`src/rtl/mxu_conv_seq_if.sv`:
```
// Command, RAM read and MXU lane bundle of the conv sequencer.
// master: the sequencer side; slave: the LSU/RAM/MXU environment side.
interface mxu_conv_seq_if #(
  parameter int ADDR_W = 12,
  parameter int LANES  = 16,
  parameter int DATA_W = 128
);
  logic              cmd_vld;
  logic              cmd_rdy;
  logic [ADDR_W-1:0] cmd_iram_addr;
  logic              cmd_iram_dir;
  logic [ADDR_W-1:0] cmd_wram_addr;
  logic              cmd_wram_dir;
  logic [3:0]        cmd_len;
  logic [3:0]        cmd_col_len;
  logic              cmd_acc;
  logic              cmd_act;
  logic [1:0]        cmd_act_type;
  logic              cmd_pool;
  logic [1:0]        cmd_pool_size;
  logic              iram_rd_en;
  logic [ADDR_W-1:0] iram_rd_addr;
  logic [DATA_W-1:0] iram_rd_data;
  logic              wram_rd_en;
  logic [ADDR_W-1:0] wram_rd_addr;
  logic [DATA_W-1:0] wram_rd_data;
  logic              mxu_vld;
  logic              mxu_clr;
  logic [LANES-1:0]  mxu_iram_vld;
  logic [LANES-1:0]  mxu_wram_vld;
  logic [DATA_W-1:0] mxu_iram_pld;
  logic [DATA_W-1:0] mxu_wram_pld;
  logic              mxu_act_vld;
  logic [1:0]        mxu_act_type;
  logic              mxu_pool_vld;
  logic [1:0]        mxu_pool_size;
  logic              mxu_rdy;
  logic              mxu_data_rdy;
  logic              busy;
  logic              done;
  logic              err;

  modport master (
    input  cmd_vld, cmd_iram_addr, cmd_iram_dir, cmd_wram_addr, cmd_wram_dir,
           cmd_len, cmd_col_len, cmd_acc, cmd_act, cmd_act_type, cmd_pool, cmd_pool_size,
           iram_rd_data, wram_rd_data, mxu_rdy, mxu_data_rdy,
    output cmd_rdy, iram_rd_en, iram_rd_addr, wram_rd_en, wram_rd_addr,
           mxu_vld, mxu_clr, mxu_iram_vld, mxu_wram_vld, mxu_iram_pld, mxu_wram_pld,
           mxu_act_vld, mxu_act_type, mxu_pool_vld, mxu_pool_size, busy, done, err
  );

  modport slave (
    output cmd_vld, cmd_iram_addr, cmd_iram_dir, cmd_wram_addr, cmd_wram_dir,
           cmd_len, cmd_col_len, cmd_acc, cmd_act, cmd_act_type, cmd_pool, cmd_pool_size,
           iram_rd_data, wram_rd_data, mxu_rdy, mxu_data_rdy,
    input  cmd_rdy, iram_rd_en, iram_rd_addr, wram_rd_en, wram_rd_addr,
           mxu_vld, mxu_clr, mxu_iram_vld, mxu_wram_vld, mxu_iram_pld, mxu_wram_pld,
           mxu_act_vld, mxu_act_type, mxu_pool_vld, mxu_pool_size, busy, done, err
  );
endinterface

```
`src/rtl/mxu_conv_seq.sv`:
```
// Conv sequencer: clear, stream K operand rows into the MXU, drain, optional act/pool.
// Define MXU_SEQ_WATCHDOG_EN to build the DRAIN timeout counter and sticky err.
module mxu_conv_seq #(
  parameter int ADDR_W  = 12,
  parameter int LANES   = 16,
  parameter int DATA_W  = 128,
  parameter int TIMEOUT = 255
) (
  input  logic           clk,
  input  logic           rst,
  mxu_conv_seq_if.master bus
);

  typedef enum logic [2:0] {
    S_IDLE  = 3'd0,
    S_CLR   = 3'd1,
    S_FEED  = 3'd2,
    S_DRAIN = 3'd3,
    S_ACT   = 3'd4,
    S_POOL  = 3'd5,
    S_DONE  = 3'd6
  } state_t;

  state_t            state_q, state_d;
  logic [3:0]        k_q, k_d;
  logic [ADDR_W-1:0] ia_q, ia_d, wa_q, wa_d;
  logic              idir_q, idir_d, wdir_q, wdir_d;
  logic [3:0]        len_q, len_d, col_q, col_d;
  logic              acc_q, acc_d, act_q, act_d, pool_q, pool_d;
  logic [1:0]        act_type_q, act_type_d, pool_size_q, pool_size_d;
  logic              vld_q, vld_d;

`ifdef MXU_SEQ_WATCHDOG_EN
  localparam int WD_W = $clog2(TIMEOUT + 1);
  logic [WD_W-1:0] wd_q, wd_d;
  logic            err_q, err_d;
`else
  logic [31:0] wd_unused_s;
  assign wd_unused_s = 32'(TIMEOUT);
`endif

  function automatic logic [LANES-1:0] lane_mask(input logic [3:0] col);
    logic [LANES-1:0] m;
    m = {LANES{1'b0}};
    for (int i = 0; i < LANES; i++) begin
      m[i] = (i <= int'(col));
    end
    return m;
  endfunction

  // Next-state logic for the command FSM and its captured fields
  always_comb begin
    state_d     = state_q;
    k_d         = k_q;
    ia_d        = ia_q;
    wa_d        = wa_q;
    idir_d      = idir_q;
    wdir_d      = wdir_q;
    len_d       = len_q;
    col_d       = col_q;
    acc_d       = acc_q;
    act_d       = act_q;
    pool_d      = pool_q;
    act_type_d  = act_type_q;
    pool_size_d = pool_size_q;
    vld_d       = (state_q == S_FEED);
`ifdef MXU_SEQ_WATCHDOG_EN
    wd_d        = wd_q;
    err_d       = err_q;
`endif
    case (state_q)
      S_IDLE: begin
        if (bus.cmd_vld) begin
          ia_d        = bus.cmd_iram_addr;
          wa_d        = bus.cmd_wram_addr;
          idir_d      = bus.cmd_iram_dir;
          wdir_d      = bus.cmd_wram_dir;
          len_d       = bus.cmd_len;
          col_d       = bus.cmd_col_len;
          acc_d       = bus.cmd_acc;
          act_d       = bus.cmd_act;
          act_type_d  = bus.cmd_act_type;
          pool_d      = bus.cmd_pool;
          pool_size_d = bus.cmd_pool_size;
          k_d         = 4'd0;
          state_d     = S_CLR;
`ifdef MXU_SEQ_WATCHDOG_EN
          err_d       = 1'b0;
`endif
        end else begin
          state_d = S_IDLE;
        end
      end
      S_CLR: begin
`ifdef MXU_SEQ_WATCHDOG_EN
        wd_d = {WD_W{1'b0}};
`endif
        if (bus.mxu_rdy) begin
          state_d = S_FEED;
        end else begin
          state_d = S_CLR;
        end
      end
      S_FEED: begin
        if (k_q == len_q) begin
          state_d = S_DRAIN;
        end else begin
          k_d = k_q + 4'd1;
        end
      end
      // The result is only meaningful once the final beat has left (vld_q low)
      S_DRAIN: begin
        if (vld_q) begin
          state_d = S_DRAIN;
        end else if (bus.mxu_data_rdy) begin
          if (act_q) begin
            state_d = S_ACT;
          end else if (pool_q) begin
            state_d = S_POOL;
          end else begin
            state_d = S_DONE;
          end
        end
`ifdef MXU_SEQ_WATCHDOG_EN
        else if (wd_q == WD_W'(TIMEOUT - 1)) begin
          err_d   = 1'b1;
          state_d = S_DONE;
        end else begin
          wd_d = wd_q + WD_W'(1);
        end
`else
        else begin
          state_d = S_DRAIN;
        end
`endif
      end
      S_ACT: begin
        if (bus.mxu_rdy) begin
          state_d = pool_q ? S_POOL : S_DONE;
        end else begin
          state_d = S_ACT;
        end
      end
      S_POOL: begin
        if (bus.mxu_rdy) begin
          state_d = S_DONE;
        end else begin
          state_d = S_POOL;
        end
      end
      S_DONE:  state_d = S_IDLE;
      default: state_d = S_IDLE;
    endcase
  end

  // State and command field registers
  always_ff @(posedge clk or posedge rst) begin
    if (rst) begin
      state_q     <= S_IDLE;
      k_q         <= 4'd0;
      ia_q        <= {ADDR_W{1'b0}};
      wa_q        <= {ADDR_W{1'b0}};
      idir_q      <= 1'b0;
      wdir_q      <= 1'b0;
      len_q       <= 4'd0;
      col_q       <= 4'd0;
      acc_q       <= 1'b0;
      act_q       <= 1'b0;
      pool_q      <= 1'b0;
      act_type_q  <= 2'd0;
      pool_size_q <= 2'd0;
      vld_q       <= 1'b0;
`ifdef MXU_SEQ_WATCHDOG_EN
      wd_q        <= {WD_W{1'b0}};
      err_q       <= 1'b0;
`endif
    end else begin
      state_q     <= state_d;
      k_q         <= k_d;
      ia_q        <= ia_d;
      wa_q        <= wa_d;
      idir_q      <= idir_d;
      wdir_q      <= wdir_d;
      len_q       <= len_d;
      col_q       <= col_d;
      acc_q       <= acc_d;
      act_q       <= act_d;
      pool_q      <= pool_d;
      act_type_q  <= act_type_d;
      pool_size_q <= pool_size_d;
      vld_q       <= vld_d;
`ifdef MXU_SEQ_WATCHDOG_EN
      wd_q        <= wd_d;
      err_q       <= err_d;
`endif
    end
  end

  logic             feed_s;
  logic [LANES-1:0] mask_s;
  assign feed_s = (state_q == S_FEED);
  assign mask_s = lane_mask(col_q);

  assign bus.cmd_rdy       = (state_q == S_IDLE);
  assign bus.busy          = (state_q != S_IDLE);
  assign bus.done          = (state_q == S_DONE);
  assign bus.iram_rd_en    = feed_s;
  assign bus.wram_rd_en    = feed_s;
  assign bus.iram_rd_addr  = !feed_s ? {ADDR_W{1'b0}} :
                             (idir_q ? ia_q - ADDR_W'(k_q) : ia_q + ADDR_W'(k_q));
  assign bus.wram_rd_addr  = !feed_s ? {ADDR_W{1'b0}} :
                             (wdir_q ? wa_q - ADDR_W'(k_q) : wa_q + ADDR_W'(k_q));
  // Payloads are zeroed between beats so idle lanes never show stale RAM data
  assign bus.mxu_vld       = vld_q;
  assign bus.mxu_iram_vld  = vld_q ? mask_s : {LANES{1'b0}};
  assign bus.mxu_wram_vld  = vld_q ? mask_s : {LANES{1'b0}};
  assign bus.mxu_iram_pld  = vld_q ? bus.iram_rd_data : {DATA_W{1'b0}};
  assign bus.mxu_wram_pld  = vld_q ? bus.wram_rd_data : {DATA_W{1'b0}};
  assign bus.mxu_clr       = (state_q == S_CLR) & bus.mxu_rdy & ~acc_q;
  assign bus.mxu_act_vld   = (state_q == S_ACT) & bus.mxu_rdy;
  assign bus.mxu_act_type  = act_type_q;
  assign bus.mxu_pool_vld  = (state_q == S_POOL) & bus.mxu_rdy;
  assign bus.mxu_pool_size = pool_size_q;
`ifdef MXU_SEQ_WATCHDOG_EN
  assign bus.err           = err_q;
`else
  assign bus.err           = 1'b0;
`endif

endmodule

```
`src/flat_wrapper.sv`:
```
// flat-port wrapper written by rule: the top's interface ports become plain ports
module mxu_conv_seq_flat 
#(
  parameter int ADDR_W  = 12,
  parameter int LANES   = 16,
  parameter int DATA_W  = 128,
  parameter int TIMEOUT = 255
)
  (clk, rst, bus_cmd_vld, bus_cmd_iram_addr, bus_cmd_iram_dir, bus_cmd_wram_addr, bus_cmd_wram_dir, bus_cmd_len, bus_cmd_col_len, bus_cmd_acc, bus_cmd_act, bus_cmd_act_type, bus_cmd_pool, bus_cmd_pool_size, bus_iram_rd_data, bus_wram_rd_data, bus_mxu_rdy, bus_mxu_data_rdy, bus_cmd_rdy, bus_iram_rd_en, bus_iram_rd_addr, bus_wram_rd_en, bus_wram_rd_addr, bus_mxu_vld, bus_mxu_clr, bus_mxu_iram_vld, bus_mxu_wram_vld, bus_mxu_iram_pld, bus_mxu_wram_pld, bus_mxu_act_vld, bus_mxu_act_type, bus_mxu_pool_vld, bus_mxu_pool_size, bus_busy, bus_done, bus_err);
  mxu_conv_seq_if #(.ADDR_W(ADDR_W), .LANES(LANES), .DATA_W(DATA_W)) bus_i ();
  input  logic clk;
  input  logic rst;
  input wire logic [$bits(bus_i.cmd_vld)-1:0] bus_cmd_vld;
  input wire logic [$bits(bus_i.cmd_iram_addr)-1:0] bus_cmd_iram_addr;
  input wire logic [$bits(bus_i.cmd_iram_dir)-1:0] bus_cmd_iram_dir;
  input wire logic [$bits(bus_i.cmd_wram_addr)-1:0] bus_cmd_wram_addr;
  input wire logic [$bits(bus_i.cmd_wram_dir)-1:0] bus_cmd_wram_dir;
  input wire logic [$bits(bus_i.cmd_len)-1:0] bus_cmd_len;
  input wire logic [$bits(bus_i.cmd_col_len)-1:0] bus_cmd_col_len;
  input wire logic [$bits(bus_i.cmd_acc)-1:0] bus_cmd_acc;
  input wire logic [$bits(bus_i.cmd_act)-1:0] bus_cmd_act;
  input wire logic [$bits(bus_i.cmd_act_type)-1:0] bus_cmd_act_type;
  input wire logic [$bits(bus_i.cmd_pool)-1:0] bus_cmd_pool;
  input wire logic [$bits(bus_i.cmd_pool_size)-1:0] bus_cmd_pool_size;
  input wire logic [$bits(bus_i.iram_rd_data)-1:0] bus_iram_rd_data;
  input wire logic [$bits(bus_i.wram_rd_data)-1:0] bus_wram_rd_data;
  input wire logic [$bits(bus_i.mxu_rdy)-1:0] bus_mxu_rdy;
  input wire logic [$bits(bus_i.mxu_data_rdy)-1:0] bus_mxu_data_rdy;
  output wire logic [$bits(bus_i.cmd_rdy)-1:0] bus_cmd_rdy;
  output wire logic [$bits(bus_i.iram_rd_en)-1:0] bus_iram_rd_en;
  output wire logic [$bits(bus_i.iram_rd_addr)-1:0] bus_iram_rd_addr;
  output wire logic [$bits(bus_i.wram_rd_en)-1:0] bus_wram_rd_en;
  output wire logic [$bits(bus_i.wram_rd_addr)-1:0] bus_wram_rd_addr;
  output wire logic [$bits(bus_i.mxu_vld)-1:0] bus_mxu_vld;
  output wire logic [$bits(bus_i.mxu_clr)-1:0] bus_mxu_clr;
  output wire logic [$bits(bus_i.mxu_iram_vld)-1:0] bus_mxu_iram_vld;
  output wire logic [$bits(bus_i.mxu_wram_vld)-1:0] bus_mxu_wram_vld;
  output wire logic [$bits(bus_i.mxu_iram_pld)-1:0] bus_mxu_iram_pld;
  output wire logic [$bits(bus_i.mxu_wram_pld)-1:0] bus_mxu_wram_pld;
  output wire logic [$bits(bus_i.mxu_act_vld)-1:0] bus_mxu_act_vld;
  output wire logic [$bits(bus_i.mxu_act_type)-1:0] bus_mxu_act_type;
  output wire logic [$bits(bus_i.mxu_pool_vld)-1:0] bus_mxu_pool_vld;
  output wire logic [$bits(bus_i.mxu_pool_size)-1:0] bus_mxu_pool_size;
  output wire logic [$bits(bus_i.busy)-1:0] bus_busy;
  output wire logic [$bits(bus_i.done)-1:0] bus_done;
  output wire logic [$bits(bus_i.err)-1:0] bus_err;
  assign bus_i.cmd_vld = bus_cmd_vld;
  assign bus_i.cmd_iram_addr = bus_cmd_iram_addr;
  assign bus_i.cmd_iram_dir = bus_cmd_iram_dir;
  assign bus_i.cmd_wram_addr = bus_cmd_wram_addr;
  assign bus_i.cmd_wram_dir = bus_cmd_wram_dir;
  assign bus_i.cmd_len = bus_cmd_len;
  assign bus_i.cmd_col_len = bus_cmd_col_len;
  assign bus_i.cmd_acc = bus_cmd_acc;
  assign bus_i.cmd_act = bus_cmd_act;
  assign bus_i.cmd_act_type = bus_cmd_act_type;
  assign bus_i.cmd_pool = bus_cmd_pool;
  assign bus_i.cmd_pool_size = bus_cmd_pool_size;
  assign bus_i.iram_rd_data = bus_iram_rd_data;
  assign bus_i.wram_rd_data = bus_wram_rd_data;
  assign bus_i.mxu_rdy = bus_mxu_rdy;
  assign bus_i.mxu_data_rdy = bus_mxu_data_rdy;
  assign bus_cmd_rdy = bus_i.cmd_rdy;
  assign bus_iram_rd_en = bus_i.iram_rd_en;
  assign bus_iram_rd_addr = bus_i.iram_rd_addr;
  assign bus_wram_rd_en = bus_i.wram_rd_en;
  assign bus_wram_rd_addr = bus_i.wram_rd_addr;
  assign bus_mxu_vld = bus_i.mxu_vld;
  assign bus_mxu_clr = bus_i.mxu_clr;
  assign bus_mxu_iram_vld = bus_i.mxu_iram_vld;
  assign bus_mxu_wram_vld = bus_i.mxu_wram_vld;
  assign bus_mxu_iram_pld = bus_i.mxu_iram_pld;
  assign bus_mxu_wram_pld = bus_i.mxu_wram_pld;
  assign bus_mxu_act_vld = bus_i.mxu_act_vld;
  assign bus_mxu_act_type = bus_i.mxu_act_type;
  assign bus_mxu_pool_vld = bus_i.mxu_pool_vld;
  assign bus_mxu_pool_size = bus_i.mxu_pool_size;
  assign bus_busy = bus_i.busy;
  assign bus_done = bus_i.done;
  assign bus_err = bus_i.err;
  mxu_conv_seq #(.ADDR_W(ADDR_W), .LANES(LANES), .DATA_W(DATA_W), .TIMEOUT(TIMEOUT)) u_core (.clk(clk), .rst(rst), .bus(bus_i));
endmodule
```
`config.mk`:
```
export PLATFORM = sky130hd
export DESIGN_NAME = mxu_conv_seq_flat
export DESIGN_NICKNAME = d
export VERILOG_FILES = /design/src/rtl/mxu_conv_seq_if.sv /design/src/rtl/mxu_conv_seq.sv /design/src/flat_wrapper.sv
export SDC_FILE = /design/constraint.sdc
export NUM_CORES = 1
export LEC_CHECK = 0
export BUFFER_PORTS_ARGS = -buffer_cell sky130_fd_sc_hd__clkbuf_2
export CELL_PAD_IN_SITES_DETAIL_PLACEMENT = 0
export CELL_PAD_IN_SITES_GLOBAL_PLACEMENT = 1
export CORE_AREA = 4 4 244 246
export CTS_BUF_LIST = sky130_fd_sc_hd__clkbuf_2
export CTS_CLUSTER_SIZE = 16
export DETAILED_ROUTE_END_ITERATION = 10
export DIE_AREA = 0 0 248 250
export PLACE_DENSITY = 0.47
export SKIP_LAST_GASP = 1
export SYNTH_ARGS = -nofsm -noshare
export SYNTH_HDL_FRONTEND = slang
export SYNTH_SLANG_ARGS = --single-unit
```
`constraint.sdc`:
```
create_clock -name clk -period 3.5 [get_ports clk]
set_input_delay 0.875 -clock clk [delete_from_list [all_inputs] [get_ports clk]]
set_output_delay 0.875 -clock clk [all_outputs]
set_load 0.01 [all_outputs]
```
# Yosys cells after proc, flatten, opt, wreduce, memory -nomap -nowiden

Cells that the tools add are included.

Add/sub/neg operators: 5
Eq/ne operators: 10
Reduce and logical (&&, ||, !) cells: 5
$lt $le $gt $ge: 15
Multiplexer cells: 20
Bitwise operators: 5

Operators with widths:

| cell                                                           | count |
|---|---|
| two-way mux 128 bit                                            | 2 |
| two-way mux 12 bit                                             | 4 |
| less-or-equal comparator 4 bit (first input constant)          | 8 |
| adder 12 x 4 -> 12 bit                                         | 2 |
| subtractor 12 x 4 -> 12 bit                                    | 2 |
| case mux 3 bit (6 select lines)                                | 1 |
| less-or-equal comparator 3 x 4 -> 1 bit (first input constant) | 4 |
| two-way mux 16 bit                                             | 1 |
| two-way mux 3 bit                                              | 4 |
| equality test 3 bit (second input constant)                    | 3 |
| less-or-equal comparator 2 x 4 -> 1 bit (first input constant) | 2 |
| two-way mux 2 bit                                              | 4 |
| two-way mux 4 bit                                              | 2 |
| case mux 4 bit (2 select lines)                                | 1 |
| equality test 3 x 2 -> 1 bit (second input constant)           | 2 |
| != test 2 bit (second input constant)                          | 3 |
| adder 4 x 1 -> 4 bit (second input constant)                   | 1 |
| bitwise AND 1 bit                                              | 4 |
| equality test 4 bit                                            | 1 |
| less-or-equal comparator 1 x 4 -> 1 bit (first input constant) | 1 |
| equality test 3 x 1 -> 1 bit (second input constant)           | 1 |
| logical NOT 3 bit                                              | 1 |
| AND reduction 3 bit                                            | 1 |
| nonzero test 3 bit                                             | 1 |
| other kinds (4)                                                | 4 |

Register bits: 49
Input port bits: 302
Output and inout port bits: 326
Logic and storage cells: 74

# Depth between registers and ports, before layout

Depth in word-level cells: 5
Gate-level depth with buffers: 11
Gate-level depth less buffers: 10

# Worst setup path before layout

No wires, ideal clock.

Path type: reg-to-output
Start point: reg u_core.k_q[0]
End point: out bus_iram_rd_addr[9]
Slack: -0.075 ns
Required time: 2.625 ns
Stages on the path, launching flop included: 11
Arrival: 2.700 ns
Path buffers: 0
Cells stage by stage: dfrtp_1 > inv_1 > ha_1 > nor3b_1 > or2_2 > ha_1 > and2_4 > a221oi_4 > a21oi_2 > a311oi_1 > mux2i_1

Longest elaborated chain between the ends: 3
Elaborated cells between the ends (all ways): 4
Those cells by class: add/sub: 2; mux: 2

Ends and longest elaborated chain:

| element                                                                      | line                | text |
|---|---|---|
| from (decl)                                                                  | mxu_conv_seq.sv:25  | `logic [3:0] k_q, k_d;` |
| from (signal assigned)                                                       | mxu_conv_seq.sv:179 | `k_q <= k_d;` |
| adder 12 x 4 -> 12 bit / subtractor 12 x 4 -> 12 bit (equally long branches) | mxu_conv_seq.sv:210 | `(idir_q ? ia_q - ADDR_W'(k_q) : ia_q + ADDR_W'(k_q));` |
| two-way mux 12 bit *                                                         | mxu_conv_seq.sv:210 |  |
| two-way mux 12 bit *                                                         | mxu_conv_seq.sv:209 | `assign bus.iram_rd_addr = !feed_s ? {ADDR_W{1'b0}} :` |
| to (decl)                                                                    | flat_wrapper.sv:31  | `output wire logic [$bits(bus_i.iram_rd_addr)-1:0] bus_iram_rd_addr;` |

Mark *: on every way between the ends. The rest lies on a longest branch, timed or not.

# Final worst setup path

Start point: reg u_core.k_q[1]
End point: out bus_iram_rd_addr[11]

The elaborated chain is that of the path after synthesis.

==> results.py <==
metrics = {
    "clock_network": {
        "clock_path_buffers": 2,
        "cts-root-buf": "clkbuf_2",
        "cts_buffers": 5,
        "clkTransAtPathRegs_ps": 420,
        "clock-sinks": 49,
        "cts_tree": "done",
        "h-tree-depth": 2,
        "worstSkewPairLatency_ps": 650,
    },
    "synth": {
        "syn_inst": 655,
        "synthArstFlopShare_pct": 100.0,
        "synth_cell_types": 52,
        "synthesis.area_um2": 5315,
        "synthFlopType": "dfrtp_1",
        "synth_most_common_cell": "and2_1",
        "ys.warnings.count": 0,
        "ys_seq_elements": 49,
        "synth_top_area_share_pct": 30.48,
        "synth_fp_nets": 984,
        "yosys-top-cells-count": "and2_1 (259), dfrtp_1 (49), mux2_2 (39)",
        "synth_top_area_cell": "and2_1",
        "yosys-top-cells-area": "and2_1 (30%), dfrtp_1 (23%), mux2_2 (8.3%)",
        "ys_seq_area_share_pct": 23.07,
        "syn_avg_cell_area_um2": 8.115,
        "synth_edf_count": 0,
    },
    "die": {
        "ioPinCount": 628,
        "dieWidth_um": 248,
        "dieHeight_um": 250,
        "core_area_um2": 57370,
        "die_area_um2": 62000,
        "num_rows": 88,
        "start_util_pct": 9.265,
    },
    "worst_setup_path": {
        "worstSetupPathType": "reg2out",
        "critPathArrivalTime_ps": 3280,
        "crit_path_end_kind": "primary output",
        "cp-start-kind": "register",
        "cp_slowest_cell": "dfrtp_1",
        "r2r-start": "u_core.state_q[2]",
        "path_cells": "inv_2, ha_4, nor3b_4, or2_4, buf_6, ha_4, and3_4, and3_4, o31a_1, o31a_1, nor3_2, buf_2",
        "crit_path_start": "u_core.k_q[1]",
        "cp_max_fo": 4,
        "critPathRequiredTime_ps": 2620,
        "cpPeakStageDelay_ps": 500,
    },
    "sta": {
        "hold_ws_ps": 402.0,
        "maxSlewViolCount": 0,
        "period_minus_slack_ps": 4159,
        "period_share_pct": 118.8,
        "setup_ws_ps": -659.3,
        "max_slew.worst_pin.slew_ps": 774.9,
        "rsz0062_at_grt": "yes",
        "hold_viol": 0,
        "max_freq_mhz": 240.4,
        "relSlewSlack_pct": 48.34,
        "final-setup-viol-count": 20,
        "finClkSkew_ps": 45.33,
    },
    "grt": {
        "grtUsageMet2_pct": 23.12,
        "grt_use_total_pct": 17.21,
        "grt-ovfl-total": 0,
        "grt_use_met3_pct": 14.34,
        "use_met1_pct": 21.87,
        "top_usage_layer": "met2",
        "antenna_found_initial": 57,
        "grt_pass1_vias": 7744,
        "grt_max_degree": 121,
        "grt_pass1_wl_mm": 71.58,
    },
    "min_path": {
        "min-delay-start": "bus_cmd_iram_addr[7]",
        "hp-class": "in2reg",
    },
    "cells_and_area": {
        "fin_util_pct": 17.63,
        "drive_gt1_share_pct": 63.12,
        "nNetsFinal": 1616,
        "area_growth_pct": 90.33,
    },
    "route": {
        "drc": 0,
        "drtPass1Iterations": 4,
        "vias": 7378,
        "avgRoutedWirePerCell_um": 27.12,
        "routed_wl_mm": 56.09,
        "postRouteAntennaNets": 0,
        "drt_iter0_drc": 270,
        "vias_per_cell": 3.568,
    },
    "placed_design": {
        "dp_slack_ps": -133.3,
        "io_buffers": 626,
        "gp_congestion": 0.8955,
        "dp.final_hpwl_mm": 49.89,
    },
    "power": {
        "p_int_mw": 4.847,
        "netSwitchingPower_mw": 5.313,
        "power_density_nw_per_um2": 1004,
        "p_clk_share_pct": 3.4,
        "irDropWorstVdd_uv": 485.2,
        "p_leak_nw": 5.396,
        "p_seq_share_pct": 11.8,
        "switching_share_pct": 52.29,
        "pwr-share-comb_pct": 84.8,
    },
    "run": {
        "drv_cap": 0,
    },
    "status": {
        "status": "complete, but fails checks",
        "violations": "negative setup slack",
    },
}
[repair_timing]
item / in CTS / in global routing
pin swaps: 38 / 17
endpoints found under the hold margin: 1 / 0
setup buffers: 11 / 4
hold buffers: 1 / 0
endpoints found under the setup margin: 129 / 24
cloned: 1 / 0
gates resized for setup: 68 / 34
[layer usage]
metal  share of wire, %  vias to the layer above
li1                   -                     3395
met3                 19                       78
met1                 42                     3462
met5               0.58                        -
met2                 37                      393
met4               0.57                       50
[final timing paths]
kind | endpoint | slack (ps) | cells after the start
worst max-delay path | bus_iram_rd_addr[11] | -660 | 12
worst min-delay path | u_core.ia_q[7] | 400 | 2
worst max register to register | u_core.col_q[3] | 1370 | 4
worst min register to register | u_core.bus.mxu_act_type[0] | 550 | 1
max in group asynchronous | u_core.k_q[3] | 2130 | 4
min in group asynchronous | u_core.col_q[0] | 640 | 3
[power groups by stage]
| stage | combinational, mW | clock [mW] | sequential [mW] |
|---|---|---|---|
| 6_report | 8.62 | 0.341 | 1.20 |
| 5_1_grt | 9.44 | 0.396 | 1.26 |
| 4_1_cts | 8.43 | 0.383 | 1.23 |
| 3_5_place_dp | 7.43 | 0 | 1.20 |
| 3_3_place_gp | 7.40 | 0 | 1.20 |
| 2_1_floorplan | 4.18 | 0 | 1.02 |
[cells by family (layout without fill, tap and decap cells)]
logic type                 Yosys count  after routing  share of synthesized area (%)
muxes                               44             44                          9.204
buffers and inverters               85            718                          8.027
and+or+nand+nor                    367            367                          41.20
xor gates and xnor gates            13             13                          2.142
AOI/OAI and AO/OA                   69             69                          9.652
adders and majority gates           27             27                          6.638
DFF                                 49             49                          23.07
other                                1             16                        0.07055
[critical path: cells and delay by family (launching register included)]
kind	cells	cell delay, ps
buffers and inverters	3	370
DFF	1	500
and+or+nand+nor	5	860
AOI/OAI and AO/OA	2	570
adders and majority gates	2	380
[through the flow]
| step | setup TNS, ps | instances | power (mW) | area [um2] |
|---|---|---|---|---|
| 3_5_place_dp | -504.1 | 2028 | 8.633 | 9432 |
| 5_1_grt | -13900 | 2055 | 11.10 | 10080 |
| 3_3_place_gp | -656.0 | 2028 | 8.605 | 9432 |
| 6_report | -8547 | 2068 | 10.16 | 10120 |
| 2_1_floorplan | -23.56 | 655 | 5.204 | 5321 |
| 4_1_cts | -10880 | 2049 | 10.04 | 9962 |
[sequential cells by signal (all words and copies together) (netlist names)]
| signal | flops |
|---|---|
| u_core.col_q | 4 |
| u_core.bus.mxu_pool_size | 2 |
| u_core.k_q | 4 |
| u_core.acc_q | 1 |
| u_core.wdir_q | 1 |
| u_core.bus.mxu_vld | 1 |
| u_core.idir_q | 1 |
| u_core.state_q | 3 |
| u_core.ia_q | 12 |
| u_core.wa_q | 12 |
| u_core.bus.mxu_act_type | 2 |
| u_core.pool_q | 1 |
| u_core.act_q | 1 |
| u_core.len_q | 4 |
[cell type report]
class	instances	area, um2
repair buffers	689	3696
clock inverters	3	26.28
fillers	6649	47250
flip-flops and latches	49	1232
multi-input cells	521	4058
inverters	21	83.83
clock buffers	5	25.02
well taps	765	957.2
diodes	15	37.54
[cell usage in the layout (no fill, tap or decap), types with 3 or more instances in the layout]
cell       netlist  layout
buf_6            1      10
diode_2          0      15
nor3_2           1      10
dfrtp_1         49      46
a21oi_1         11       6
xnor2_1          8       6
and2_1         259     258
ha_4             0       9
nand2_1         20      19
ha_1            25      16
nor3_1          16       6
o21a_1          15      15
and3_4           2       3
nor2_1          26      22
nor2b_1          8       4
inv_2            0       5
nand2b_1         6       6
nor3b_2          0       3
clkbuf_2         0     615
nand3_1          5       5
o21ai_0         14      11
mux2_2          39      37
inv_1           20      15
o21ai_1          1       3
a21oi_2          1       6
o31a_1           5       5
xor2_1           5       5
nor2b_4          0       3
buf_2            4      14
or2_2            5       3
o2111ai_2        0       3
nor2_4           0       3
buf_4           24      52
a21o_1           5       5
mux2i_1          5       5
(Power assumes the default switching activity.)
